File: src/rtl/pipeline_ctrl_pkg.sv
// Shared types for the pipeline hazard / stall / flush controller.
package pipeline_ctrl_pkg;

  // Data-memory handshake FSM states (plain constants for legacy tools)
  typedef logic [0:0] dmem_state_t;
  localparam dmem_state_t StIdle = 1'b0;
  localparam dmem_state_t StWait = 1'b1;

  // Per-stage-register control bundle
  typedef struct packed {
    logic pc_write;
    logic hold_id;
    logic hold_ex;
    logic hold_mem;
    logic hold_wb;
    logic clear_id;
    logic clear_ex;
    logic clear_mem;
    logic clear_wb;
  } pipe_ctrl_t;

  // Operand forwarding source select
  typedef enum logic [1:0] {
    FwdRf  = 2'b00,
    FwdWb  = 2'b01,
    FwdMem = 2'b10
  } fwd_sel_t;

endpackage

File: src/rtl/pipeline_ctrl_if.sv
// Datapath <-> hazard controller signal bundle.
// FORWARDING_EN adds the forwarding select outputs and their source fields.
interface pipeline_ctrl_if;
  import pipeline_ctrl_pkg::*;

  logic [4:0]  id_rs1;
  logic [4:0]  id_rs2;
  logic        id_use_rs1;
  logic        id_use_rs2;
  logic [4:0]  ex_rd;
  logic        ex_RegWrite;
  logic        ex_MemRead;
  logic [4:0]  mem_rd;
  logic        mem_RegWrite;
  logic        mem_MemRead;
  logic        mem_MemWrite;
  logic        mem_branch_taken;
  logic        dmem_ready;
  logic        dmem_req;
  logic        pc_write;
  logic        hold_id;
  logic        hold_ex;
  logic        hold_mem;
  logic        hold_wb;
  logic        clear_id;
  logic        clear_ex;
  logic        clear_mem;
  logic        clear_wb;
  logic [15:0] stall_cycles;
`ifdef FORWARDING_EN
  logic [4:0]  wb_rd;
  logic        wb_RegWrite;
  logic [4:0]  ex_rs1;
  logic [4:0]  ex_rs2;
  fwd_sel_t    fwd_a;
  fwd_sel_t    fwd_b;
`endif

  // Datapath side
  modport master (
    output id_rs1, id_rs2, id_use_rs1, id_use_rs2, ex_rd, ex_RegWrite, ex_MemRead,
    output mem_rd, mem_RegWrite, mem_MemRead, mem_MemWrite, mem_branch_taken, dmem_ready,
`ifdef FORWARDING_EN
    output wb_rd, wb_RegWrite, ex_rs1, ex_rs2,
    input  fwd_a, fwd_b,
`endif
    input  dmem_req, pc_write, hold_id, hold_ex, hold_mem, hold_wb,
    input  clear_id, clear_ex, clear_mem, clear_wb, stall_cycles
  );

  // Controller side
  modport slave (
    input  id_rs1, id_rs2, id_use_rs1, id_use_rs2, ex_rd, ex_RegWrite, ex_MemRead,
    input  mem_rd, mem_RegWrite, mem_MemRead, mem_MemWrite, mem_branch_taken, dmem_ready,
`ifdef FORWARDING_EN
    input  wb_rd, wb_RegWrite, ex_rs1, ex_rs2,
    output fwd_a, fwd_b,
`endif
    output dmem_req, pc_write, hold_id, hold_ex, hold_mem, hold_wb,
    output clear_id, clear_ex, clear_mem, clear_wb, stall_cycles
  );

endinterface

File: src/rtl/pipeline_ctrl_dmem_fsm.sv
// Data-memory handshake sequencer: request strobe and stall generation.
module pipeline_ctrl_dmem_fsm
  import pipeline_ctrl_pkg::*;
(
  input  logic clk,
  input  logic rst_n,
  input  logic mem_access,
  input  logic dmem_ready,
  output logic dmem_req,
  output logic dmem_stall
);

  dmem_state_t state_q, state_d;

  // Request/stall decode and next state; WAIT keeps the request up regardless of MEM bits
  always_comb begin
    dmem_req   = 1'b0;
    dmem_stall = 1'b0;
    state_d    = state_q;
    if (!rst_n) begin
      state_d = StIdle;
    end else if (state_q == StIdle) begin
      dmem_req   = mem_access;
      dmem_stall = mem_access & ~dmem_ready;
      if (dmem_stall) state_d = StWait;
    end else begin
      dmem_req   = 1'b1;
      dmem_stall = ~dmem_ready;
      if (dmem_ready) state_d = StIdle;
    end
  end

  // State register, synchronous reset abandons any pending access
  always_ff @(posedge clk) begin
    if (!rst_n) state_q <= StIdle;
    else        state_q <= state_d;
  end

endmodule

File: src/rtl/pipeline_ctrl.sv
// Hazard and stall/flush controller for the 5-stage pipeline.
// Optional feature macro: FORWARDING_EN (operand forwarding, stalls only for load-use/dmem).
module pipeline_ctrl
  import pipeline_ctrl_pkg::*;
(
  input  logic            clk,
  input  logic            rst_n,
  pipeline_ctrl_if.slave  bus
);

  pipe_ctrl_t  ctrl;
  logic        dmem_req;
  logic        dmem_stall;
  logic        rs1_hit_ex, rs2_hit_ex;
  logic        load_use;
  logic        data_hazard;
  logic [15:0] stall_cnt_q;

  pipeline_ctrl_dmem_fsm u_dmem_fsm (
    .clk        (clk),
    .rst_n      (rst_n),
    .mem_access (bus.mem_MemRead | bus.mem_MemWrite),
    .dmem_ready (bus.dmem_ready),
    .dmem_req   (dmem_req),
    .dmem_stall (dmem_stall)
  );

  assign rs1_hit_ex = bus.id_use_rs1 && (bus.id_rs1 == bus.ex_rd);
  assign rs2_hit_ex = bus.id_use_rs2 && (bus.id_rs2 == bus.ex_rd);
  assign load_use   = bus.ex_MemRead && (bus.ex_rd != 5'd0) && (rs1_hit_ex || rs2_hit_ex);

`ifdef FORWARDING_EN
  // Forward select for an EX operand; MEM result is newer than WB so it wins
  function automatic fwd_sel_t fwd_pick(input logic [4:0] rs, input logic mem_wr,
                                        input logic [4:0] mem_rd, input logic wb_wr,
                                        input logic [4:0] wb_rd);
    if (mem_wr && mem_rd != 5'd0 && mem_rd == rs)    return FwdMem;
    else if (wb_wr && wb_rd != 5'd0 && wb_rd == rs) return FwdWb;
    else                                             return FwdRf;
  endfunction

  assign bus.fwd_a = fwd_pick(bus.ex_rs1, bus.mem_RegWrite, bus.mem_rd,
                              bus.wb_RegWrite, bus.wb_rd);
  assign bus.fwd_b = fwd_pick(bus.ex_rs2, bus.mem_RegWrite, bus.mem_rd,
                              bus.wb_RegWrite, bus.wb_rd);
  assign data_hazard = load_use;
`else
  logic raw_ex, raw_mem;
  // Without forwarding every in-flight producer must drain past MEM first
  assign raw_ex  = bus.ex_RegWrite && (bus.ex_rd != 5'd0) && (rs1_hit_ex || rs2_hit_ex);
  assign raw_mem = bus.mem_RegWrite && (bus.mem_rd != 5'd0) &&
                   ((bus.id_use_rs1 && bus.id_rs1 == bus.mem_rd) ||
                    (bus.id_use_rs2 && bus.id_rs2 == bus.mem_rd));
  assign data_hazard = load_use || raw_ex || raw_mem;
`endif

  // Prioritised control: reset, dmem stall, branch flush, data hazard
  always_comb begin
    ctrl          = '0;
    ctrl.pc_write = 1'b1;
    if (!rst_n) begin
      ctrl.clear_id  = 1'b1;
      ctrl.clear_ex  = 1'b1;
      ctrl.clear_mem = 1'b1;
      ctrl.clear_wb  = 1'b1;
    end else if (dmem_stall) begin
      ctrl.pc_write = 1'b0;
      ctrl.hold_id  = 1'b1;
      ctrl.hold_ex  = 1'b1;
      ctrl.hold_mem = 1'b1;
      ctrl.clear_wb = 1'b1;
    end else if (bus.mem_branch_taken) begin
      // Dependent instruction in ID is squashed, so no load-use hold
      ctrl.clear_id  = 1'b1;
      ctrl.clear_ex  = 1'b1;
      ctrl.clear_mem = 1'b1;
    end else if (data_hazard) begin
      ctrl.pc_write = 1'b0;
      ctrl.hold_id  = 1'b1;
      ctrl.clear_ex = 1'b1;
    end
  end

  // Saturating count of cycles in which the PC was held
  always_ff @(posedge clk) begin
    if (!rst_n) begin
      stall_cnt_q <= 16'd0;
    end else if (!ctrl.pc_write && stall_cnt_q != 16'hFFFF) begin
      stall_cnt_q <= stall_cnt_q + 16'd1;
    end
  end

  assign bus.dmem_req     = dmem_req;
  assign bus.pc_write     = ctrl.pc_write;
  assign bus.hold_id      = ctrl.hold_id;
  assign bus.hold_ex      = ctrl.hold_ex;
  assign bus.hold_mem     = ctrl.hold_mem;
  assign bus.hold_wb      = ctrl.hold_wb;
  assign bus.clear_id     = ctrl.clear_id;
  assign bus.clear_ex     = ctrl.clear_ex;
  assign bus.clear_mem    = ctrl.clear_mem;
  assign bus.clear_wb     = ctrl.clear_wb;
  assign bus.stall_cycles = stall_cnt_q;

endmodule

File: src/flat_wrapper.sv
// flat-port wrapper written by rule: the top's interface ports become plain ports
module pipeline_ctrl_flat import pipeline_ctrl_pkg::*;
  (clk, rst_n, bus_id_rs1, bus_id_rs2, bus_id_use_rs1, bus_id_use_rs2, bus_ex_rd, bus_ex_RegWrite, bus_ex_MemRead, bus_mem_rd, bus_mem_RegWrite, bus_mem_MemRead, bus_mem_MemWrite, bus_mem_branch_taken, bus_dmem_ready, bus_dmem_req, bus_pc_write, bus_hold_id, bus_hold_ex, bus_hold_mem, bus_hold_wb, bus_clear_id, bus_clear_ex, bus_clear_mem, bus_clear_wb, bus_stall_cycles);
  pipeline_ctrl_if bus_i ();
  input  logic clk;
  input  logic rst_n;
  input wire logic [$bits(bus_i.id_rs1)-1:0] bus_id_rs1;
  input wire logic [$bits(bus_i.id_rs2)-1:0] bus_id_rs2;
  input wire logic [$bits(bus_i.id_use_rs1)-1:0] bus_id_use_rs1;
  input wire logic [$bits(bus_i.id_use_rs2)-1:0] bus_id_use_rs2;
  input wire logic [$bits(bus_i.ex_rd)-1:0] bus_ex_rd;
  input wire logic [$bits(bus_i.ex_RegWrite)-1:0] bus_ex_RegWrite;
  input wire logic [$bits(bus_i.ex_MemRead)-1:0] bus_ex_MemRead;
  input wire logic [$bits(bus_i.mem_rd)-1:0] bus_mem_rd;
  input wire logic [$bits(bus_i.mem_RegWrite)-1:0] bus_mem_RegWrite;
  input wire logic [$bits(bus_i.mem_MemRead)-1:0] bus_mem_MemRead;
  input wire logic [$bits(bus_i.mem_MemWrite)-1:0] bus_mem_MemWrite;
  input wire logic [$bits(bus_i.mem_branch_taken)-1:0] bus_mem_branch_taken;
  input wire logic [$bits(bus_i.dmem_ready)-1:0] bus_dmem_ready;
  output wire logic [$bits(bus_i.dmem_req)-1:0] bus_dmem_req;
  output wire logic [$bits(bus_i.pc_write)-1:0] bus_pc_write;
  output wire logic [$bits(bus_i.hold_id)-1:0] bus_hold_id;
  output wire logic [$bits(bus_i.hold_ex)-1:0] bus_hold_ex;
  output wire logic [$bits(bus_i.hold_mem)-1:0] bus_hold_mem;
  output wire logic [$bits(bus_i.hold_wb)-1:0] bus_hold_wb;
  output wire logic [$bits(bus_i.clear_id)-1:0] bus_clear_id;
  output wire logic [$bits(bus_i.clear_ex)-1:0] bus_clear_ex;
  output wire logic [$bits(bus_i.clear_mem)-1:0] bus_clear_mem;
  output wire logic [$bits(bus_i.clear_wb)-1:0] bus_clear_wb;
  output wire logic [$bits(bus_i.stall_cycles)-1:0] bus_stall_cycles;
  assign bus_i.id_rs1 = bus_id_rs1;
  assign bus_i.id_rs2 = bus_id_rs2;
  assign bus_i.id_use_rs1 = bus_id_use_rs1;
  assign bus_i.id_use_rs2 = bus_id_use_rs2;
  assign bus_i.ex_rd = bus_ex_rd;
  assign bus_i.ex_RegWrite = bus_ex_RegWrite;
  assign bus_i.ex_MemRead = bus_ex_MemRead;
  assign bus_i.mem_rd = bus_mem_rd;
  assign bus_i.mem_RegWrite = bus_mem_RegWrite;
  assign bus_i.mem_MemRead = bus_mem_MemRead;
  assign bus_i.mem_MemWrite = bus_mem_MemWrite;
  assign bus_i.mem_branch_taken = bus_mem_branch_taken;
  assign bus_i.dmem_ready = bus_dmem_ready;
  assign bus_dmem_req = bus_i.dmem_req;
  assign bus_pc_write = bus_i.pc_write;
  assign bus_hold_id = bus_i.hold_id;
  assign bus_hold_ex = bus_i.hold_ex;
  assign bus_hold_mem = bus_i.hold_mem;
  assign bus_hold_wb = bus_i.hold_wb;
  assign bus_clear_id = bus_i.clear_id;
  assign bus_clear_ex = bus_i.clear_ex;
  assign bus_clear_mem = bus_i.clear_mem;
  assign bus_clear_wb = bus_i.clear_wb;
  assign bus_stall_cycles = bus_i.stall_cycles;
  pipeline_ctrl u_core (.clk(clk), .rst_n(rst_n), .bus(bus_i));
endmodule
File: config.mk
export PLATFORM = sky130hd
export DESIGN_NAME = pipeline_ctrl_flat
export DESIGN_NICKNAME = d
export VERILOG_FILES = /design/src/rtl/pipeline_ctrl_pkg.sv /design/src/rtl/pipeline_ctrl_if.sv /design/src/rtl/pipeline_ctrl_dmem_fsm.sv /design/src/rtl/pipeline_ctrl.sv /design/src/flat_wrapper.sv
export SDC_FILE = /design/constraint.sdc
export NUM_CORES = 1
export LEC_CHECK = 0
export CAP_MARGIN = 20
export CORE_MARGIN = 5
export CORE_UTILIZATION = 44
export DETAILED_ROUTE_END_ITERATION = 10
export GPL_TIMING_DRIVEN = 0
export HOLD_SLACK_MARGIN = 0.1
export PLACE_DENSITY_LB_ADDON = 0.08
export SLEW_MARGIN = 15
export SYNTH_ARGS = -nofsm -noshare
export SYNTH_HDL_FRONTEND = slang
export SYNTH_SLANG_ARGS = --single-unit
File: constraint.sdc
create_clock -name clk -period 5.7 [get_ports clk]
set_clock_uncertainty 0.05 [all_clocks]
set_input_delay 0.855 -clock clk [delete_from_list [all_inputs] [get_ports clk]]
set_output_delay 0.855 -clock clk [all_outputs]
set_load 0.02 [all_outputs]
# Word-level counts from Yosys, hierarchy flattened

Cells that the tools add are included.
Widths: inputs -> output; s select.

Bits in registers: 17
Output and inout port bits: 26
Logic and storage cells: 47

$add $sub $neg: 1
Equality and inequality tests: 5
Muxes and demuxes: 18
Bitwise gates (word level): 3
Reduce and logical (&&, ||, !) cells: 18

Operator list:

| cell                  | number |
|---|---|
| $eq 5x5->1            | 4 |
| $add 16x1->16 const B | 1 |
| $ne 16x16->1 const B  | 1 |
| $logic_and 1x1->1     | 11 |
| $mux 1                | 11 |
| $reduce_bool 5->1     | 2 |
| $mux 2                | 4 |
| $mux 4                | 2 |
| $logic_or 1x1->1      | 4 |
| $mux 3                | 1 |
| $and 1x1->1           | 1 |
| $logic_not 1->1       | 1 |
| $not 1->1             | 1 |
| $or 1x1->1            | 1 |

# Logic depth before layout (Yosys ltp)

Gate-level depths: netlist of the first run.

Word-level depth: 12
Mapped depth: 10
Mapped depth without buffers: 8

# Hierarchy

From an unflattened synthesis of the first run, not the netlist that was laid out.

Cells, all modules: 142
Area, all modules: 1158.6 sq um

Modules (own cells, without submodules):

| module                 | times used | cells each | area an instance (sq um) |
|---|---|---|---|
| pipeline_ctrl          | 1          | 138        | 1118.6 |
| pipeline_ctrl_dmem_fsm | 1          | 4          | 40.0 |

# Worst setup path before layout of the first run

Ideal clock, no wire load.

Kind: input-to-output
Start: in rst_n
End: out bus_pc_write
Data arrival time: 2.464 ns
Required time: 4.795 ns
Setup slack: 2.331 ns
Cell stages on the path: 5
Buffers on the path: 1
Cells stage by stage: buf_4 inv_1 nor3_1 o21bai_1 inv_1

Cells in the longest elaborated chain, start to end: 3

Ends and longest elaborated chain:

| element     | RTL line                     | text |
|---|---|---|
| from (decl) | flat_wrapper.sv:6            | `input logic rst_n;` |
| $mux 1      | pipeline_ctrl_dmem_fsm.sv:20 | `if (!rst_n) begin` |
| $mux 2      | pipeline_ctrl.sv:66          | `end else if (dmem_stall) begin` |
| $mux 4 (*)  | pipeline_ctrl.sv:61          | `if (!rst_n) begin` |
| to (decl)   | flat_wrapper.sv:21           | `output wire logic [$bits(bus_i.pc_write)-1:0] bus_pc_write;` |

Every way passes the cells marked *; elsewhere a longest branch is shown, timed or not.

# Final worst setup path of the first run

Start: in bus_ex_rd[1]
End: out bus_pc_write

Cells in the longest elaborated chain, start to end: 10
Elaborated cells on any way between the ends: 16
Classes of those cells: eq/ne (2); mux (4); reduce/logical (10)

Ends and longest elaborated chain:

| element                                     | RTL line                                 | text |
|---|---|---|
| from (decl)                                 | flat_wrapper.sv:11                       | `input wire logic [$bits(bus_i.ex_rd)-1:0] bus_ex_rd;` |
| $eq 5x5->1, on equally long branches        | pipeline_ctrl.sv:28, pipeline_ctrl.sv:29 |  |
| $logic_and 1x1->1, on equally long branches | pipeline_ctrl.sv:28, pipeline_ctrl.sv:29 |  |
| $logic_or 1x1->1                            | pipeline_ctrl.sv:30, pipeline_ctrl.sv:50 |  |
| $logic_and 1x1->1, on equally long branches | pipeline_ctrl.sv:30, pipeline_ctrl.sv:50 |  |
| $logic_or 1x1->1 (*) (2 in a row)           | pipeline_ctrl.sv:54                      | `assign data_hazard = load_use \|\| raw_ex \|\| raw_mem;` |
| $mux 2 (*)                                  | pipeline_ctrl.sv:77                      | `end else if (data_hazard) begin` |
| $mux 2 (*)                                  | pipeline_ctrl.sv:72                      | `end else if (bus.mem_branch_taken) begin` |
| $mux 2 (*)                                  | pipeline_ctrl.sv:66                      |  |
| $mux 4 (*)                                  | pipeline_ctrl.sv:61                      |  |

Marks and branches as above.

==> results of run 1 <==
-- logic make-up (layout without fill, tap and decap cells) --
group	count (synthesis)	after routing	synth area share [%]
AO/OA/AOI/OAI	32	32	20.00
other	1	1	0.3090
adder cells (fa/ha/maj)	1	1	1.031
multiplexers	3	3	2.474
XOR/XNOR	21	21	15.15
AND/OR/NAND/NOR	53	53	24.85
buffers and inverters	14	72	8.144
flip-flops	17	17	28.04
-- per-layer routing --
layer  GRT usage (%)  part of all wire, %  vias up
met4           7.427                  1.9        0
met1           19.10                   42      600
li1                -                    -      636
met5               0                    0        -
met3           5.935                  6.8        7
met2           29.15                   49       37
-- where the power goes --
group	switching, W	internal (W)
logic	0.0000365	0.0000472
clock network	0.0000418	0.0000262
registers	0.00000125	0.000120
total	0.0000795	0.000194
-- stage by stage --
stage,cells,hold slack [ps],cell area [um^2]
CTS,231,459.7,1821
floorplan,142,449.6,1214
global placement,227,423.3,1793
finish,231,454.1,1821
detailed placement,227,440.9,1793
global route,231,490.5,1821
-- registers in the layout, indices dropped and copies added, names as in the netlist --
register                   count
u_core.bus.stall_cycles       16
u_core.u_dmem_fsm.state_q      1
-- how the worst max path moves through the flow --
| stage | start | to | cells past startpoint |
|---|---|---|---|
| 4_1_cts | bus_ex_rd[1] | bus_pc_write | 7 |
| 3_3_place_gp | bus_ex_rd[1] | bus_pc_write | 7 |
| 2_1_floorplan | rst_n | bus_pc_write | 5 |
| 3_5_place_dp | bus_ex_rd[1] | bus_pc_write | 7 |
| 5_1_grt | bus_ex_rd[1] | bus_pc_write | 7 |
| 6_report | bus_ex_rd[1] | bus_pc_write | 7 |
-- critical path, delay by kind of cell --
kind	cells	cell delay, ps
buffers and inverters	3	1170
AND/OR/NAND/NOR	1	550
AO/OA/AOI/OAI	3	660
-- layout make-up --
| cell class | count | area (um^2) |
|---|---|---|
| Inverter | 6 | 22.52 |
| Clock inverter | 1 | 5.005 |
| Timing Repair Buffer | 54 | 540.5 |
| Multi-Input combinational cell | 111 | 774.5 |
| Buffer | 8 | 76.32 |
| Fill cell | 225 | 889.6 |
| Clock buffer | 3 | 22.52 |
| Tap cell | 31 | 38.79 |
| Sequential cell | 17 | 340.3 |
-- placed cells by master (no fill, tap or decap), drive strengths merged, types with 3 or more instances in the layout --
| master | count |
|---|---|
| nor2 | 6 |
| dfxtp | 17 |
| o211ai | 3 |
| o21ai | 4 |
| buf | 8 |
| inv | 6 |
| nand4 | 7 |
| xnor2 | 20 |
| clkdlybuf4s50 | 54 |
| nand2 | 13 |
| mux2i | 3 |
| nand3 | 6 |
| nor3 | 5 |
| a21oi | 8 |
| clkbuf | 3 |
| or4 | 7 |
| o31ai | 9 |
==> flow_summary.yaml, run 1 <==
status:
  outcome: "finished clean"
clock_tree:
  cts_tree: "yes"
  clk_pin_slew_ps: 100
  cts_root_buf: "clkbuf_4"
  holdBufCountCts: 0
  post_cts_buffers: 0
  cts_buffers: 3
  ctsLongestPathBuffers: 2
  clock_latency_ps: 300
  cts.htree.levels: 1
  cts_resized: 0
  cts.sinks: 17
route:
  ant_nets: 0
  wire_per_inst_um: 14.95
  firstDrtPassIters: 5
  wl_um: 3454
  routed_via_density: 5.541
  drc_errors: 0
  vias: 1280
  drtIter0Drc: 52
worst_setup_path:
  path_cells: "clkdlybuf4s50_1, or4_1, o22a_1, a32oi_2, o21bai_1, inv_1, clkdlybuf4s50_1"
  required_ps: 4800
  endpoint_kind: "primary output"
  crit_fanout: 4
  critPathSlowestCell: "clkdlybuf4s50_1"
  rrSetupSlack_ps: 3290
  ff2ff_path_depth: 10
  arrival_ps: 3240
  reg2reg_to: "u_core.bus.stall_cycles[1]"
  slowest_delay_ps: 600
  critPathKind: "in2out"
  worst_path_most_repeated_cell: "clkdlybuf4s50_1"
  r2r_start: "u_core.bus.stall_cycles[0]"
  worstSetupStartpointType: "input port"
timing:
  fmax_ghz: 0.2414
  tightest_slew_ps: 693.9
  setup_ws_ps: 1557
  hold_viol: 0
  maxSlewHeadroom_pct: 53.38
  drv_slew: 0
  layout_min_cycle_time_ps: 4143
  setup_viol: 0
  fin_tns_setup_ps: 0
  min_period_over_period_pct: 72.68
  rsz0062_at_grt: "false"
power_and_ir_drop:
  ir_drop_uv: 155.4
  p_per_area_mw_per_mm2: 150.0
  power_w: 0.0002732
  p_leak_nw: 0.5876
synthesis:
  synth_most_common_cell: "xnor2_1"
  async_flop_share_pct: 0
  synth_edf_count: 0
  yosys.area.top_type: "dfxtp_1"
  netlist_top_cells_count: "xnor2_1 (20), dfxtp_1 (17), nand2_1 (13)"
  synth_top_area_share_pct: 28.04
  seq_area_frac_synth_pct: 28.04
  postSynthCellCount: 142
  synth_warnings: 0
  yosysUniqueCellTypes: 38
  syn_avg_cell_area_um2: 8.547
  synthesis.area_mm2: 0.001214
  synth.area.top_cells: "dfxtp_1 (28%), xnor2_1 (14%), o31ai_1 (5.6%)"
  ys_seq_elements: 17
  synthFlopType: "dfxtp_1"
  synthesis.nets: 174
cells_and_area:
  diodes: 0
  utilization_pct: 67.17
  drive_above_1_share_pct: 13.00
  areaGrowthSynthToFinish_pct: 50.00
  nets: 233
global_routing:
  grt_util_all_layers_pct: 17.12
  grt_pass1_vias: 1259
  grt-ovfl-total: 0
  grt_pass1_wl_um: 5568
  grt_max_degree: 11
  antenna_found_initial: 0
worst_hold_path:
  hold_depth: 1
  whs_endpoint: "u_core.bus.stall_cycles[5]"
  min-delay-start: "u_core.bus.stall_cycles[5]"
  hold_class: "reg2reg"
placed_design:
  portBuffers: 54
  preCtsSetupSlack_ps: 1555
  hpwl_um: 2751
  place_congestion: 0.8129
floorplanning:
  initial_core_util_pct: 44.78
  top_level_ports: 57
  fp.dieW_um: 62.52
  die_h_um: 62.52
  fp-row-count: 19
  core_region_area_mm2: 0.002710
  dieArea_mm2: 0.003909
flow_run:
  drv_cap: 0
(Power assumes the default switching activity.)
==> run 2: changes to the inputs <==
CORE_UTILIZATION = 37   (was 44)
clock period = 3.6 ns   (was 5.7 ns; I/O delays follow)
==> flow_summary.yaml, run 2 (synthesis gave the netlist of run 1 again) <==
placed_design:
  preCtsSetupSlack_ps: 153.8
  hpwl_um: 2755
  portBuffers: 54
  place_congestion: 0.7484
route:
  wl_um: 3362
  vias: 1256
  routed_via_density: 5.148
  wire_per_inst_um: 13.78
  ant_nets: 0
  drtIter0Drc: 64
  firstDrtPassIters: 4
  drc_errors: 0
worst_hold_path:
  whs_endpoint: "u_core.bus.stall_cycles[10]"
  hold_depth: 2
  min-delay-start: "u_core.bus.stall_cycles[10]"
  hold_class: "reg2reg"
power_and_ir_drop:
  ir_drop_uv: 204.8
  power_w: 0.0004278
  p_per_area_mw_per_mm2: 232.9
  p_leak_nw: 0.5876
timing:
  min_period_over_period_pct: 95.64
  hold_viol: 0
  rsz0062_at_grt: "false"
  hold_ws_ps: 449.7
  maxSlewHeadroom_pct: 54.53
  tightest_slew_ps: 676.8
  layout_min_cycle_time_ps: 3443
  fin_tns_setup_ps: 0
  fmax_ghz: 0.2904
  setup_ws_ps: 157.0
  drv_slew: 0
  setup_viol: 0
clock_tree:
  holdBufCountCts: 0
  clock_latency_ps: 300
  cts_tree: "yes"
  cts.sinks: 17
  cts_buffers: 3
  post_cts_buffers: 0
  cts_resized: 0
  clk_pin_slew_ps: 100
  ctsLongestPathBuffers: 2
  cts_root_buf: "clkbuf_4"
  cts.htree.levels: 1
global_routing:
  met3_usage_pct: 4.659
  antenna_found_initial: 0
  grt_max_degree: 11
  grtUsageMet2_pct: 23.19
  grt_pass1_wl_um: 5181
  met1_usage_pct: 19.62
  grt_util_all_layers_pct: 14.57
  grt-ovfl-total: 0
  grt_pass1_vias: 1184
  grt_busiest_layer: "met2"
floorplanning:
  fp.dieW_um: 67.27
  fp-row-count: 20
  top_level_ports: 57
  initial_core_util_pct: 39.11
  dieArea_mm2: 0.004525
  die_h_um: 67.27
  core_region_area_mm2: 0.003103
cells_and_area:
  nets: 233
  areaGrowthSynthToFinish_pct: 51.34
  drive_above_1_share_pct: 13.00
  utilization_pct: 59.19
  final_cell_mix: "clkdlybuf4s50_1 (54), xnor2_1 (20), dfxtp_1 (17), nand2_1 (13), o31ai_1 (9)"
  largest_reg_flops: 16
  layout_commonest_cell: "clkdlybuf4s50_1"
  diodes: 0
worst_setup_path:
  endpoint_kind: "primary output"
  arrival_ps: 2850
  worstSetupStartpointType: "input port"
  crit_fanout: 4
  rrSetupSlack_ps: 1180
  r2r_start: "u_core.bus.stall_cycles[6]"
  ff2ff_path_depth: 9
  required_ps: 3010
  reg2reg_to: "u_core.bus.stall_cycles[1]"
  critPathKind: "in2out"
status:
  outcome: "finished clean"
flow_run:
  drv_cap: 0
## run 2: final cells by class
cell class                      instances  area [um^2]
Buffer                                  8        76.32
Clock buffer                            3        22.52
Clock inverter                          1        5.005
Fill cell                             304         1266
Inverter                                6        22.52
Multi-Input combinational cell        111        774.5
Sequential cell                        17        340.3
Tap cell                               44        55.05
Timing Repair Buffer                   54        540.5
## run 2: metal layers
layer | part of all wire, % | wire (um) | vias to the layer above
met5 | 0 | 0 | -
met3 | 9.5 | 321 | 2
met1 | 46 | 1552 | 560
met4 | 0.24 | 8 | 0
met2 | 44 | 1480 | 53
li1 | - | - | 641
## run 2: power breakdown
| part | internal, W | leakage, nW | switching, W |
|---|---|---|---|
| logic | 0.0000748 | 0.433 | 0.0000575 |
| clock network | 0.0000414 | 0.0177 | 0.0000619 |
| registers | 0.000190 | 0.137 | 0.00000193 |
## run 2: worst max path at each step
stage,startpoint,end,depth (start not counted)
final,bus_ex_rd[1],bus_pc_write,7
after detailed placement,bus_ex_rd[1],bus_pc_write,7
after CTS,bus_ex_rd[1],bus_pc_write,7
after global routing,bus_ex_rd[1],bus_pc_write,7
after floorplan,rst_n,bus_pc_write,5
after global placement,bus_ex_rd[1],bus_pc_write,7
## run 2: critical path: stages
cell and delay (ps):
clkdlybuf4s50_1 480, or4_1 540, o22a_1 200, a32oi_2 260, o21bai_1 160, inv_1 80
clkdlybuf4s50_1 600
## run 2: stage by stage
| stage | std cells | cell area [um^2] |
|---|---|---|
| 5_1_grt | 244 | 1837 |
| 2_1_floorplan | 142 | 1214 |
| 3_3_place_gp | 240 | 1809 |
| 4_1_cts | 244 | 1837 |
| 3_5_place_dp | 240 | 1809 |
| 6_report | 244 | 1837 |
